**config.mk**
```make
export PLATFORM = sky130hd
export DESIGN_NAME = serial_add_ctrl
export DESIGN_NICKNAME = d
export VERILOG_FILES = /design/src/rtl/serial_add_ctrl.sv
export SDC_FILE = /design/constraint.sdc
export NUM_CORES = 1
export LEC_CHECK = 0
export ABC_AREA = 1
export CORE_ASPECT_RATIO = 0.5
export CORE_UTILIZATION = 30
export DETAILED_ROUTE_END_ITERATION = 10
export MAX_ROUTING_LAYER = met4
export PLACE_DENSITY = 0.5
export SLEW_MARGIN = 20
export SYNTH_ARGS = -nofsm -noshare
export SYNTH_HDL_FRONTEND = slang
export SYNTH_SLANG_ARGS = --single-unit
export TNS_END_PERCENT = 1
```
**constraint.sdc**
```tcl
create_clock -name clk -period 1.6 [get_ports clk]
set_input_delay 0.32 -clock clk [delete_from_list [all_inputs] [get_ports clk]]
set_output_delay 0.32 -clock clk [all_outputs]
set_load 0.01 [all_outputs]
```
**src/rtl/serial_add_ctrl.sv**
```systemverilog
// rtl/serial_add_ctrl.sv - bit-serial adder sequencer with start/done valid-ready handshakes
// One shared 1-bit add stage (two half-add cells + OR) processes operands LSB-first.

module half_add (
  input  logic x,
  input  logic y,
  output logic s,
  output logic c
);
  assign s = x ^ y;
  assign c = x & y;
endmodule

module serial_add_ctrl #(
  parameter int WIDTH = 8
) (
  input  logic             clk,
  input  logic             rst_n,
  input  logic             start_valid,
  output logic             start_ready,
  input  logic [WIDTH-1:0] a,
  input  logic [WIDTH-1:0] b,
  input  logic             cin,
  output logic             done_valid,
  input  logic             done_ready,
  output logic [WIDTH-1:0] sum,
  output logic             cout,
  output logic             busy
);
  localparam int CW = $clog2(WIDTH) + 1;

  typedef enum logic [1:0] {IDLE, RUN, DONE} state_t;

  state_t           state, state_nx;
  logic [WIDTH-1:0] a_sh, b_sh, acc, acc_nx;
  logic             c;
  logic [CW-1:0]    count;
  logic             p, g, s, pc, co, last;

  half_add u_ha0 (.x(a_sh[0]), .y(b_sh[0]), .s(p), .c(g));
  half_add u_ha1 (.x(p),       .y(c),       .s(s), .c(pc));
  assign co   = g | pc;
  assign last = (count == CW'(WIDTH - 1));

  // New bit enters at the MSB so after WIDTH shifts bit 0 holds the LSB of the sum.
  generate
    if (WIDTH == 1) begin : g_acc1
      assign acc_nx = s;
    end else begin : g_accn
      assign acc_nx = {s, acc[WIDTH-1:1]};
    end
  endgenerate

  always_ff @(posedge clk or negedge rst_n) begin
    if (!rst_n) state <= IDLE;
    else        state <= state_nx;
  end

  always_comb begin
    state_nx    = state;
    start_ready = 1'b0;
    done_valid  = 1'b0;
    busy        = 1'b1;
    case (state)
      IDLE: begin
        start_ready = 1'b1;
        busy        = 1'b0;
        if (start_valid) state_nx = RUN;
      end
      RUN: begin
        if (last) state_nx = DONE;
      end
      DONE: begin
        done_valid = 1'b1;
        if (done_ready) state_nx = IDLE;
      end
      default: begin
        state_nx = IDLE;
        busy     = 1'b0;
      end
    endcase
  end

  always_ff @(posedge clk or negedge rst_n) begin
    if (!rst_n) begin
      a_sh  <= '0;
      b_sh  <= '0;
      acc   <= '0;
      c     <= 1'b0;
      count <= '0;
      sum   <= '0;
      cout  <= 1'b0;
    end else begin
      case (state)
        IDLE: begin
          if (start_valid) begin
            a_sh  <= a;
            b_sh  <= b;
            c     <= cin;
            acc   <= '0;
            count <= '0;
          end
        end
        RUN: begin
          a_sh <= a_sh >> 1;
          b_sh <= b_sh >> 1;
          acc  <= acc_nx;
          c    <= co;
          if (last) begin
            sum  <= acc_nx;
            cout <= co;
          end else begin
            count <= count + CW'(1);
          end
        end
        default: ;
      endcase
    end
  end
endmodule

```
# Yosys cells after proc, flatten, opt, wreduce, memory -nomap -nowiden
# Index checks and enable logic that the tools add are counted.
# W data, S select, Z words.
dict set report classes {
  eq_ne 7
  n_reduce_logical 7
  mux 18
  n_addsub 1
  bitwise 5
}
# operator n
set op_table {}
lappend op_table {{$pmux W8 S2} 3}
lappend op_table {{$mux W8} 3}
lappend op_table {{$mux W4} 2}
lappend op_table {{$ne A2 B2 Y1 const B} 4}
lappend op_table {{$pmux W4 S2} 1}
lappend op_table {{$mux W2} 3}
lappend op_table {{$pmux W2 S3} 1}
lappend op_table {{$reduce_and A3 Y1} 2}
lappend op_table {{$add A4 B1 Y4 const B} 1}
lappend op_table {{$eq A4 B3 Y1 const B} 1}
lappend op_table {{$mux W1} 4}
lappend op_table {{$reduce_and A2 Y1} 2}
lappend op_table {{$and A1 B1 Y1} 2}
lappend op_table {{$eq A2 B1 Y1 const B} 1}
lappend op_table {{$eq A2 B2 Y1 const B} 1}
lappend op_table {{$logic_not A2 Y1} 1}
lappend op_table {{$pmux W1 S2} 1}
lappend op_table {{$reduce_bool A2 Y1} 1}
lappend op_table {{$reduce_or A2 Y1} 1}
lappend op_table {{$xor A1 B1 Y1} 2}
lappend op_table {{$or A1 B1 Y1} 1}
dict set report word_totals {
  reg_bits 40
}

# Depth between registers and ports, before layout
# Gate-level depths: netlist of run 1.
dict set report logic_depth {
  depth_word 4
  ltp_mapped 8
  depth_no_buf 8
}

# Cells and area by module
# A second synthesis of run 1 with hierarchy kept.
dict set report unflattened {
  cells_unflattened 212
  hier_area_um2 1876.8
}
# mod instances area_per_inst_um2 cells_per_inst
set by_module_without_submodules {}
lappend by_module_without_submodules {serial_add_ctrl 1 1851.8 210}
lappend by_module_without_submodules {half_add 2 12.5 1}

# Worst setup path before layout of run 1
# OpenSTA, ideal clock, no wires.
dict set report synth_timing {
  path_type {reg2reg}
  startpoint {register state[0]}
  endpoint {register a_sh[0]}
  setup_slack_ns 0.258
  period_less_slack_ns 1.342
  stages_incl_launch_ff 8
  required_ns 1.481
  arrival_ns 1.223
  setup_time_ns 0.119
  n_path_buf 1
  cell_sequence {dfrtp_1 -> inv_1 -> ha_1 -> inv_1 -> nand2_1 -> nand2_2 -> buf_4 -> o21a_1}
}
dict set report synth_between {
  elab_chain_cells 3
}
# element line
set synth_rtl {}
lappend synth_rtl {{from (decl)} 34} ;# state_t state, state_nx;
lappend synth_rtl {{from (signal assigned)} 56} ;# else state <= state_nx;
lappend synth_rtl {{$eq A2 B1 Y1 / $logic_not A2 Y1 (equally long branches)} 94} ;# case (state)
lappend synth_rtl {{$reduce_bool A2 Y1 (no line) / $ne A2 B2 Y1 (equally long branches)} --}
lappend synth_rtl {{$reduce_and A2 Y1 (no line)} --}
lappend synth_rtl {{to (signal assigned)} 105} ;# a_sh <= a_sh >> 1;
lappend synth_rtl {{to (decl)} 35} ;# logic [WIDTH-1:0] a_sh, b_sh, acc, acc_nx;
# Parallel ways exist; a longest one is shown, timed or not.
# A chain may end at the register's enable or synchronous reset.

# Final worst setup path of run 1
dict set report layout_timing {
  startpoint {register state[1]}
  endpoint {output port done_valid}
}
dict set report layout_between {
  elab_chain_cells 2
}
# element line
set layout_rtl {}
lappend layout_rtl {{$eq A2 B2 Y1} 64} ;# case (state)
lappend layout_rtl {{$mux W1} 64}
lappend layout_rtl {{to (decl)} 24} ;# output logic done_valid,
# Every way passes these cells.

==> flow_summary.html, run 1 <==
<table>
<tr><th>Metric</th><th>Value</th></tr>
<tr><th colspan="2">Global route</th></tr>
<tr><td>GRT Overall Usage</td><td>approximately 14%</td></tr>
<tr><td>GR Overflow Total</td><td>0</td></tr>
<tr><td>Via count of the first global-routing pass</td><td>about 1400</td></tr>
<tr><td>Largest net degree at the start of global routing</td><td>22</td></tr>
<tr><td>First-pass GRT wire length</td><td>6.76 mm</td></tr>
<tr><td>Initial antenna violation count</td><td>0</td></tr>
<tr><th colspan="2">Placed design</th></tr>
<tr><td>Routability congestion estimate from global placement</td><td>~0.81</td></tr>
<tr><td>Worst setup timing slack at the placement stage</td><td>just under 4 ps</td></tr>
<tr><td>Count of buffers from port buffering</td><td>32</td></tr>
<tr><td>Detailed Place HPWL</td><td>2.65 mm</td></tr>
<tr><th colspan="2">CTS</th></tr>
<tr><td>Worst-path clk slew</td><td>50 ps</td></tr>
<tr><td>Root Buffer</td><td>sky130_fd_sc_hd__clkbuf_16</td></tr>
<tr><td>Clk sink count</td><td>39</td></tr>
<tr><td>Clock latency reported for the late side of the worst-skew pair</td><td>270 ps</td></tr>
<tr><td>Level count of the clock H-tree</td><td>2</td></tr>
<tr><td>Clk buf depth</td><td>2</td></tr>
<tr><td>TritonCTS Buffers</td><td>5</td></tr>
<tr><td>Clock tree from TritonCTS</td><td>done</td></tr>
<tr><th colspan="2">Power and ir drop</th></tr>
<tr><td>Worst-case vdd ir drop</td><td>0.685 mV</td></tr>
<tr><td>Static Leakage</td><td>1.13 nW</td></tr>
<tr><td>Switching share of power</td><td>35.9%</td></tr>
<tr><td>Power share of the combinational group</td><td>42.4%</td></tr>
<tr><td>Net switching component of the power</td><td>0.00158 W</td></tr>
<tr><td>Total power per unit cell area</td><td>1750 nW/µm²</td></tr>
<tr><td>Internal power</td><td>0.00282 W</td></tr>
<tr><td>Total power of the final layout</td><td>0.00440 W</td></tr>
<tr><td>Sequential share of power</td><td>a little over a third</td></tr>
<tr><td>Clock Power Share</td><td>21.8%</td></tr>
<tr><th colspan="2">Cells and area</th></tr>
<tr><td>Share of cells above drive strength 1</td><td>14.0%</td></tr>
<tr><td>Commonest cells after routing, fill and taps aside</td><td>sky130_fd_sc_hd__nand2_1, sky130_fd_sc_hd__dfrtp_1, sky130_fd_sc_hd__nand3_1, sky130_fd_sc_hd__clkdlybuf4s50_1, sky130_fd_sc_hd__inv_1</td></tr>
<tr><td>Most common cell after layout, fill and taps aside</td><td>sky130_fd_sc_hd__nand2_1</td></tr>
<tr><td>Area growth from synthesis to layout</td><td>33.8%</td></tr>
<tr><td>Number of filler instances in the final layout</td><td>584</td></tr>
<tr><td>Antenna Cells</td><td>0</td></tr>
<tr><td>Nets</td><td>276</td></tr>
<tr><th colspan="2">Logic synthesis</th></tr>
<tr><td>Number of enable-type register cells in the synthesized netlist</td><td>0</td></tr>
<tr><td>Share of the synthesized area in the top cell type</td><td>52.0%</td></tr>
<tr><td>Number of synthesized register bits</td><td>39</td></tr>
<tr><td>Count of unique library cells instantiated by Yosys</td><td>21</td></tr>
<tr><td>Cell taking the most area after synthesis</td><td>sky130_fd_sc_hd__dfrtp_1</td></tr>
<tr><td>Area of the mapped netlist</td><td>approximately 1900 µm²</td></tr>
<tr><td>Synth Warn #</td><td>0</td></tr>
<tr><td>Synthesized instance count</td><td>211</td></tr>
<tr><td>Share of synthesized flip-flops with an asynchronous set or reset</td><td>100%</td></tr>
<tr><td>Predominant post-synthesis flop cell</td><td>sky130_fd_sc_hd__dfrtp_1</td></tr>
<tr><td>Synthesized netlist net count</td><td>approximately 240</td></tr>
<tr><td>Biggest area contributors in the synthesized netlist</td><td>sky130_fd_sc_hd__dfrtp_1, sky130_fd_sc_hd__nand2_1, sky130_fd_sc_hd__nand3_1</td></tr>
<tr><td>Sequential cell area fraction in the yosys report</td><td>a little over half</td></tr>
<tr><td>Avg Inst Size Synth</td><td>8.89 µm²</td></tr>
<tr><th colspan="2">Drt</th></tr>
<tr><td>DR vias</td><td>1464</td></tr>
<tr><td>Final wirelength</td><td>3.75 mm</td></tr>
<tr><td>Post-route DRC violation count</td><td>0</td></tr>
<tr><td>Antenna-violating nets left</td><td>0</td></tr>
<tr><td>Starting DRT DRC Count</td><td>37</td></tr>
<tr><td>Per-cell routed wire length</td><td>11.2 µm</td></tr>
<tr><td>Post-detailed-route via-to-cell ratio</td><td>4.38</td></tr>
<tr><td>DRT Pass-1 Iters</td><td>4</td></tr>
<tr><th colspan="2">Floorplanning</th></tr>
<tr><td>Initial Utilization</td><td>32.6%</td></tr>
<tr><td>Vertical die dimension</td><td>57.9 µm</td></tr>
<tr><td>Die Span X</td><td>114 µm</td></tr>
<tr><td>Standard cell core area</td><td>between 5000 and 6000 µm²</td></tr>
<tr><td>Number of rows in the core area</td><td>19</td></tr>
<tr><td>Number of top-level pins</td><td>33</td></tr>
<tr><td>Die area</td><td>6600 µm²</td></tr>
<tr><th colspan="2">Run status</th></tr>
<tr><td>Failing checks</td><td>hold timing</td></tr>
<tr><td>Outcome</td><td>finished with violations</td></tr>
<tr><th colspan="2">STA</th></tr>
<tr><td>Time the worst path needs with I/O delays and setup</td><td>1530 ps</td></tr>
<tr><td>Final setup violation count</td><td>0</td></tr>
<tr><td>Minimum hold slack</td><td>-11.9 ps</td></tr>
<tr><td>Worst-Margin Slew</td><td>between 400 and 500 ps</td></tr>
<tr><td>Number of slew-limit violations in the final report</td><td>0</td></tr>
<tr><td>Slew HR</td><td>69.9%</td></tr>
<tr><td>Final Skew</td><td>2.04 ps</td></tr>
<tr><td>Final worst path period share</td><td>95.9%</td></tr>
<tr><td>RSZ-0062 raised after global routing</td><td>false</td></tr>
<tr><td>Max Clk Rate</td><td>~650 MHz</td></tr>
<tr><td>Post-route worst setup slack</td><td>approximately 66 ps</td></tr>
<tr><td>Final hold violation count</td><td>18</td></tr>
<tr><th colspan="2">Critical path</th></tr>
<tr><td>Critical path, cell by cell</td><td>buf_4 &gt; ha_1 &gt; clkdlybuf4s15_1</td></tr>
<tr><td>Arr. time, crit path</td><td>about 1200 ps</td></tr>
<tr><td>Critical-path cell with the highest stage delay</td><td>sky130_fd_sc_hd__dfrtp_1</td></tr>
<tr><td>Largest fanout on the critical path</td><td>2</td></tr>
<tr><td>Stage delay of the slowest cell on the critical path</td><td>approximately 390 ps</td></tr>
<tr><td>Critical path capture point type</td><td>primary output</td></tr>
<tr><td>Critical path class</td><td>reg2out</td></tr>
<tr><td>Required time at the worst-slack endpoint</td><td>1280 ps</td></tr>
<tr><td>Crit path launch type</td><td>flop</td></tr>
<tr><th colspan="2">Worst hold path</th></tr>
<tr><td>Worst min-delay path category</td><td>in2async</td></tr>
<tr><th colspan="2">Flow run</th></tr>
<tr><td>Max Cap Violations</td><td>0</td></tr>
</table>
-- metrics by stage --
step	TNS (ps)	utilization [%]	instances	instance area, µm²
3_5_place_dp	0	40.6	326	2330
5_1_grt	0	43.6	334	2510
3_3_place_gp	0	40.6	326	2330
2_1_floorplan	0	-	211	1880
6_report	0	43.6	334	2510
4_1_cts	-5.32	43.1	333	2480
-- synth_stat cells, types with 2 or more instances --
| library cell | number |
|---|---|
| sky130_fd_sc_hd__buf_2 | 2 |
| sky130_fd_sc_hd__o211ai_1 | 2 |
| sky130_fd_sc_hd__o21a_1 | 13 |
| sky130_fd_sc_hd__o21ai_0 | 10 |
| sky130_fd_sc_hd__inv_1 | 20 |
| sky130_fd_sc_hd__ha_1 | 4 |
| sky130_fd_sc_hd__nand2_2 | 2 |
| sky130_fd_sc_hd__nand4_1 | 3 |
| sky130_fd_sc_hd__buf_4 | 5 |
| sky130_fd_sc_hd__dfrtp_1 | 39 |
| sky130_fd_sc_hd__nand3_1 | 29 |
| sky130_fd_sc_hd__nand2_1 | 67 |
| sky130_fd_sc_hd__o21ai_2 | 7 |
-- worst max-delay path, delay by kind of cell (launching register included) --
family | cells | cell delay [ps]
fa+ha+maj | 1 | 180
buf+inv | 2 | 370
flops | 1 | 390
-- logic make-up after synthesis --
group                    synth area share, %
buffers and inverters                   7.60
AND/OR/NAND/NOR                         24.7
adder cells (fa/ha/maj)                 3.73
AO/OA/AOI/OAI                           11.9
flip-flops                              52.0
-- path summary, 6_finish.rpt --
kind	start	to	slack (ps)	depth (start not counted)
max	state[1]	done_valid	70	3
min	rst_n	b_sh[4]	-10	1
max reg2reg	state[0]	b_sh[0]	170	7
min reg2reg	sum[1]	sum[1]	480	2
max in group asynchronous	rst_n	sum[4]	1140	2
min in group clk	sum[1]	sum[1]	480	2
-- timing repair --
item                                   in CTS  in global routing
resized for setup                           6                  6
hold buffers                                0                  0
setup endpoints to repair                   5                 19
buffers inserted                            0                  1
endpoints found under the hold margin       0                  0
pin swaps                                   0                  0
gates cloned                                0                  0
-- final cells by class --
cell class | count | area, µm² | area share [%]
clock buffer | 6 | 139 | 5.53
timing repair buffer | 42 | 435 | 17.3
tap | 84 | 105 | 4.19
multi-input combinational | 142 | 772 | 30.7
clock inverter | 1 | 5.00 | 0.199
inverter | 20 | 78.8 | 3.14
sequential | 39 | 976 | 38.9
-- state kept, by name, summed over array words and instances (netlist names) --
name and count:
a_sh 8, b_sh 8, sum 8, acc 7, count 4, state 2, c 1, cout 1
-- layer usage --
metal	GRT usage [%]	vias up	routed length, µm
met2	20.3	22	1610
met3	3.66	5	124
met1	18.1	677	1970
met4	5.38	0	44
li1	-	760	-
met5	-	-	0
-- power by group through the flow --
stage	combinational, W	sequential [W]	clock (W)
6_report	0.00186	0.00158	0.000957
5_1_grt	0.00210	0.00163	0.00104
4_1_cts	0.00182	0.00158	0.000989
3_5_place_dp	0.00182	0.00159	0
3_3_place_gp	0.00179	0.00159	0
2_1_floorplan	0.00125	0.00156	0
Power figures use the tool's default switching activity.
==> run 2: changes to the inputs <==
--- a/config.mk
+++ b/config.mk
@@ -9,7 +9,6 @@
 export CORE_ASPECT_RATIO = 0.5
 export CORE_UTILIZATION = 30
 export DETAILED_ROUTE_END_ITERATION = 10
-export MAX_ROUTING_LAYER = met4
 export PLACE_DENSITY = 0.5
 export SLEW_MARGIN = 20
 export SYNTH_ARGS = -nofsm -noshare
==> run 2 against run 1 <==
The flow still finishes with violations (hold timing). Core utilization is the same. Hold slack hardly changed. Sequential power barely moved. Highest routed layer unchanged. Sequential share of layout area is the same. Flip-flop and latch count stayed put. Fmax about the same. Final area is the same. Register-to-register slack about the same. Clock skew barely moved.
==> flow_summary.html, run 2 (synthesis results as in run 1) <==
<table>
<tr><th>Metric</th><th>Value</th></tr>
<tr><th colspan="2">Drt</th></tr>
<tr><td>Post-detailed-route via-to-cell ratio</td><td>4.38</td></tr>
<tr><td>Antenna-violating nets left</td><td>0</td></tr>
<tr><td>Post-route DRC violation count</td><td>0</td></tr>
<tr><td>DR vias</td><td>1464</td></tr>
<tr><td>Starting DRT DRC Count</td><td>37</td></tr>
<tr><td>DRT Pass-1 Iters</td><td>4</td></tr>
<tr><td>Per-cell routed wire length</td><td>11.2 µm</td></tr>
<tr><td>Final wirelength</td><td>between 3 and 4 mm</td></tr>
<tr><th colspan="2">Cells and area</th></tr>
<tr><td>Antenna Cells</td><td>0</td></tr>
<tr><td>Most common cell after layout, fill and taps aside</td><td>sky130_fd_sc_hd__nand2_1</td></tr>
<tr><td>Share of cells above drive strength 1</td><td>14.0%</td></tr>
<tr><td>Largest registers</td><td>a_sh: 8 flops, b_sh: 8 flops, sum: 8 flops</td></tr>
<tr><td>Post-Layout Cell Count</td><td>334</td></tr>
<tr><td>Nets</td><td>roughly 280</td></tr>
<tr><td>Commonest cells after routing, fill and taps aside</td><td>sky130_fd_sc_hd__nand2_1, sky130_fd_sc_hd__dfrtp_1, sky130_fd_sc_hd__nand3_1, sky130_fd_sc_hd__clkdlybuf4s50_1, sky130_fd_sc_hd__inv_1</td></tr>
<tr><td>Area of all placed cells without fillers</td><td>2510 µm²</td></tr>
<tr><td>Area growth from synthesis to layout</td><td>33.8%</td></tr>
<tr><td>Final core utilization</td><td>43.6%</td></tr>
<tr><th colspan="2">STA</th></tr>
<tr><td>Worst-Margin Slew</td><td>451 ps</td></tr>
<tr><td>Max Clk Rate</td><td>652 MHz</td></tr>
<tr><td>Final worst path period share</td><td>95.9%</td></tr>
<tr><td>Number of slew-limit violations in the final report</td><td>0</td></tr>
<tr><td>Final Skew</td><td>between 2 and 2.5 ps</td></tr>
<tr><td>Final hold violation count</td><td>18</td></tr>
<tr><td>Minimum hold slack</td><td>-11.8 ps</td></tr>
<tr><td>Time the worst path needs with I/O delays and setup</td><td>1530 ps</td></tr>
<tr><td>RSZ-0062 raised after global routing</td><td>false</td></tr>
<tr><td>Final setup violation count</td><td>0</td></tr>
<tr><td>Post-route worst setup slack</td><td>around 66 ps</td></tr>
<tr><td>TNS Setup</td><td>0 ps</td></tr>
<tr><td>Slew HR</td><td>69.9%</td></tr>
<tr><th colspan="2">Critical path</th></tr>
<tr><td>CP bufs+invs</td><td>2</td></tr>
<tr><td>Launch point of the worst path</td><td>state[1]</td></tr>
<tr><td>Critical path capture point type</td><td>primary output</td></tr>
<tr><td>Required time at the worst-slack endpoint</td><td>1280 ps</td></tr>
<tr><td>Stage delay of the slowest cell on the critical path</td><td>390 ps</td></tr>
<tr><td>Cell family contributing the most delay on the critical path</td><td>flip-flops</td></tr>
<tr><td>Critical-path cell with the highest stage delay</td><td>sky130_fd_sc_hd__dfrtp_1</td></tr>
<tr><td>Largest fanout on the critical path</td><td>2</td></tr>
<tr><td>Arr. time, crit path</td><td>about 1200 ps</td></tr>
<tr><td>Critical path, cell by cell</td><td>buf_4 &gt; ha_1 &gt; clkdlybuf4s15_1</td></tr>
<tr><td>Critical path class</td><td>reg2out</td></tr>
<tr><td>Crit path launch type</td><td>flop</td></tr>
<tr><td>Critical R2R Launch</td><td>state[0]</td></tr>
<tr><th colspan="2">Placed design</th></tr>
<tr><td>Detailed Place HPWL</td><td>between 2 and 3 mm</td></tr>
<tr><td>Cell Count Post-Placement</td><td>326</td></tr>
<tr><td>Worst setup timing slack at the placement stage</td><td>3.92 ps</td></tr>
<tr><td>Routability congestion estimate from global placement</td><td>0.795</td></tr>
<tr><td>Post-DP Area</td><td>2330 µm²</td></tr>
<tr><td>Count of buffers from port buffering</td><td>32</td></tr>
<tr><th colspan="2">Worst hold path</th></tr>
<tr><td>Worst min-delay path category</td><td>in2async</td></tr>
<tr><th colspan="2">Run status</th></tr>
<tr><td>Failing checks</td><td>hold timing</td></tr>
<tr><td>Outcome</td><td>finished with violations</td></tr>
<tr><th colspan="2">Global route</th></tr>
<tr><td>GRT Overall Usage</td><td>13.3%</td></tr>
<tr><td>GR Overflow Total</td><td>0</td></tr>
<tr><td>Largest net degree at the start of global routing</td><td>22</td></tr>
<tr><td>Via count of the first global-routing pass</td><td>around 1400</td></tr>
<tr><td>Initial antenna violation count</td><td>0</td></tr>
<tr><td>First-pass GRT wire length</td><td>6.76 mm</td></tr>
<tr><th colspan="2">Floorplanning</th></tr>
<tr><td>Number of rows in the core area</td><td>19</td></tr>
<tr><td>Number of top-level pins</td><td>33</td></tr>
<tr><td>Standard cell core area</td><td>between 5000 and 6000 µm²</td></tr>
<tr><td>Die Span X</td><td>114 µm</td></tr>
<tr><td>Die area</td><td>6600 µm²</td></tr>
<tr><td>Vertical die dimension</td><td>57.9 µm</td></tr>
<tr><td>Initial Utilization</td><td>32.6%</td></tr>
<tr><th colspan="2">CTS</th></tr>
<tr><td>Root Buffer</td><td>sky130_fd_sc_hd__clkbuf_16</td></tr>
<tr><td>Clock tree from TritonCTS</td><td>done</td></tr>
<tr><td>TritonCTS Buffers</td><td>5</td></tr>
<tr><td>Worst-path clk slew</td><td>50 ps</td></tr>
<tr><td>Clk buf depth</td><td>2</td></tr>
<tr><td>Clk sink count</td><td>39</td></tr>
<tr><td>Level count of the clock H-tree</td><td>2</td></tr>
<tr><td>Clock latency reported for the late side of the worst-skew pair</td><td>around 270 ps</td></tr>
<tr><th colspan="2">Power and ir drop</th></tr>
<tr><td>Total power per unit cell area</td><td>around 1800 nW/µm²</td></tr>
<tr><td>Worst-case vdd ir drop</td><td>0.685 mV</td></tr>
<tr><td>Static Leakage</td><td>1.13 nW</td></tr>
<tr><th colspan="2">Flow run</th></tr>
<tr><td>Max Cap Violations</td><td>0</td></tr>
</table>
==> run 2: cell counts in the layout (fill, tap and decap cells not counted) <==
Identical to the previous run, type by type.
==> run 2: worst register-to-register path: stages, from the launching register on <==
cell and delay, ps:
sky130_fd_sc_hd__dfrtp_1 370, sky130_fd_sc_hd__inv_1 80, sky130_fd_sc_hd__ha_2 220, sky130_fd_sc_hd__nand2_1 80, sky130_fd_sc_hd__nand2_2 150, sky130_fd_sc_hd__buf_4 220, sky130_fd_sc_hd__nand3_1 90, sky130_fd_sc_hd__o21a_1 110
==> run 2: final timing paths <==
kind,slack (ps),endpoint,cells after the start
setup / recovery,70,done_valid,3
hold / removal,-10,b_sh[4],1
setup reg to reg,170,b_sh[0],7
hold reg to reg,480,sum[1],2
max in group asynchronous,1140,sum[4],2
min in group clk,480,sum[1],2
==> run 2: repair_timing <==
item | 4_1_cts | 5_1_grt
hold buffers | 0 | 0
gates resized for setup | 6 | 6
endpoints found under the setup margin | 5 | 19
cloned | 0 | 0
buffers inserted | 0 | 1
==> run 2: layout make-up <==
class	count	area (µm²)
fillers	584	3240
flip-flops and latches	39	976
multi-input cells	142	772
repair buffers	42	435
clock buffers	6	139
well taps	84	105
inverters	20	78.8
clock inverters	1	5.00
==> run 2: per-stage QoR <==
stage          hold slack (ps)  total power [W]
3_3_place_gp               293          0.00338
5_1_grt                   26.1          0.00478
4_1_cts                   6.44          0.00439
3_5_place_dp               306          0.00342
6_report                 -11.8          0.00440
2_1_floorplan             24.4          0.00280
==> run 2: where the power goes <==
part / leakage (nW) / total (W) / switching [W] / internal (W)
combinational: 0.567 / 0.00186 / 0.00101 / 0.000852
sequential: 0.495 / 0.00158 / 0.000218 / 0.00136
clock: 0.0727 / 0.000957 / 0.000350 / 0.000607
==> run 2: layer usage <==
layer  vias to the layer above  share of wire, %  wire length (µm)  global-route usage, %
met2                        22                43              1610                   20.3
met4                         0               1.1                43                   5.38
met5                         -                 0                 0                      0
met3                         5               3.3               123                   3.66
li1                        760                 -                 -                      -
met1                       677                53              1970                   18.1
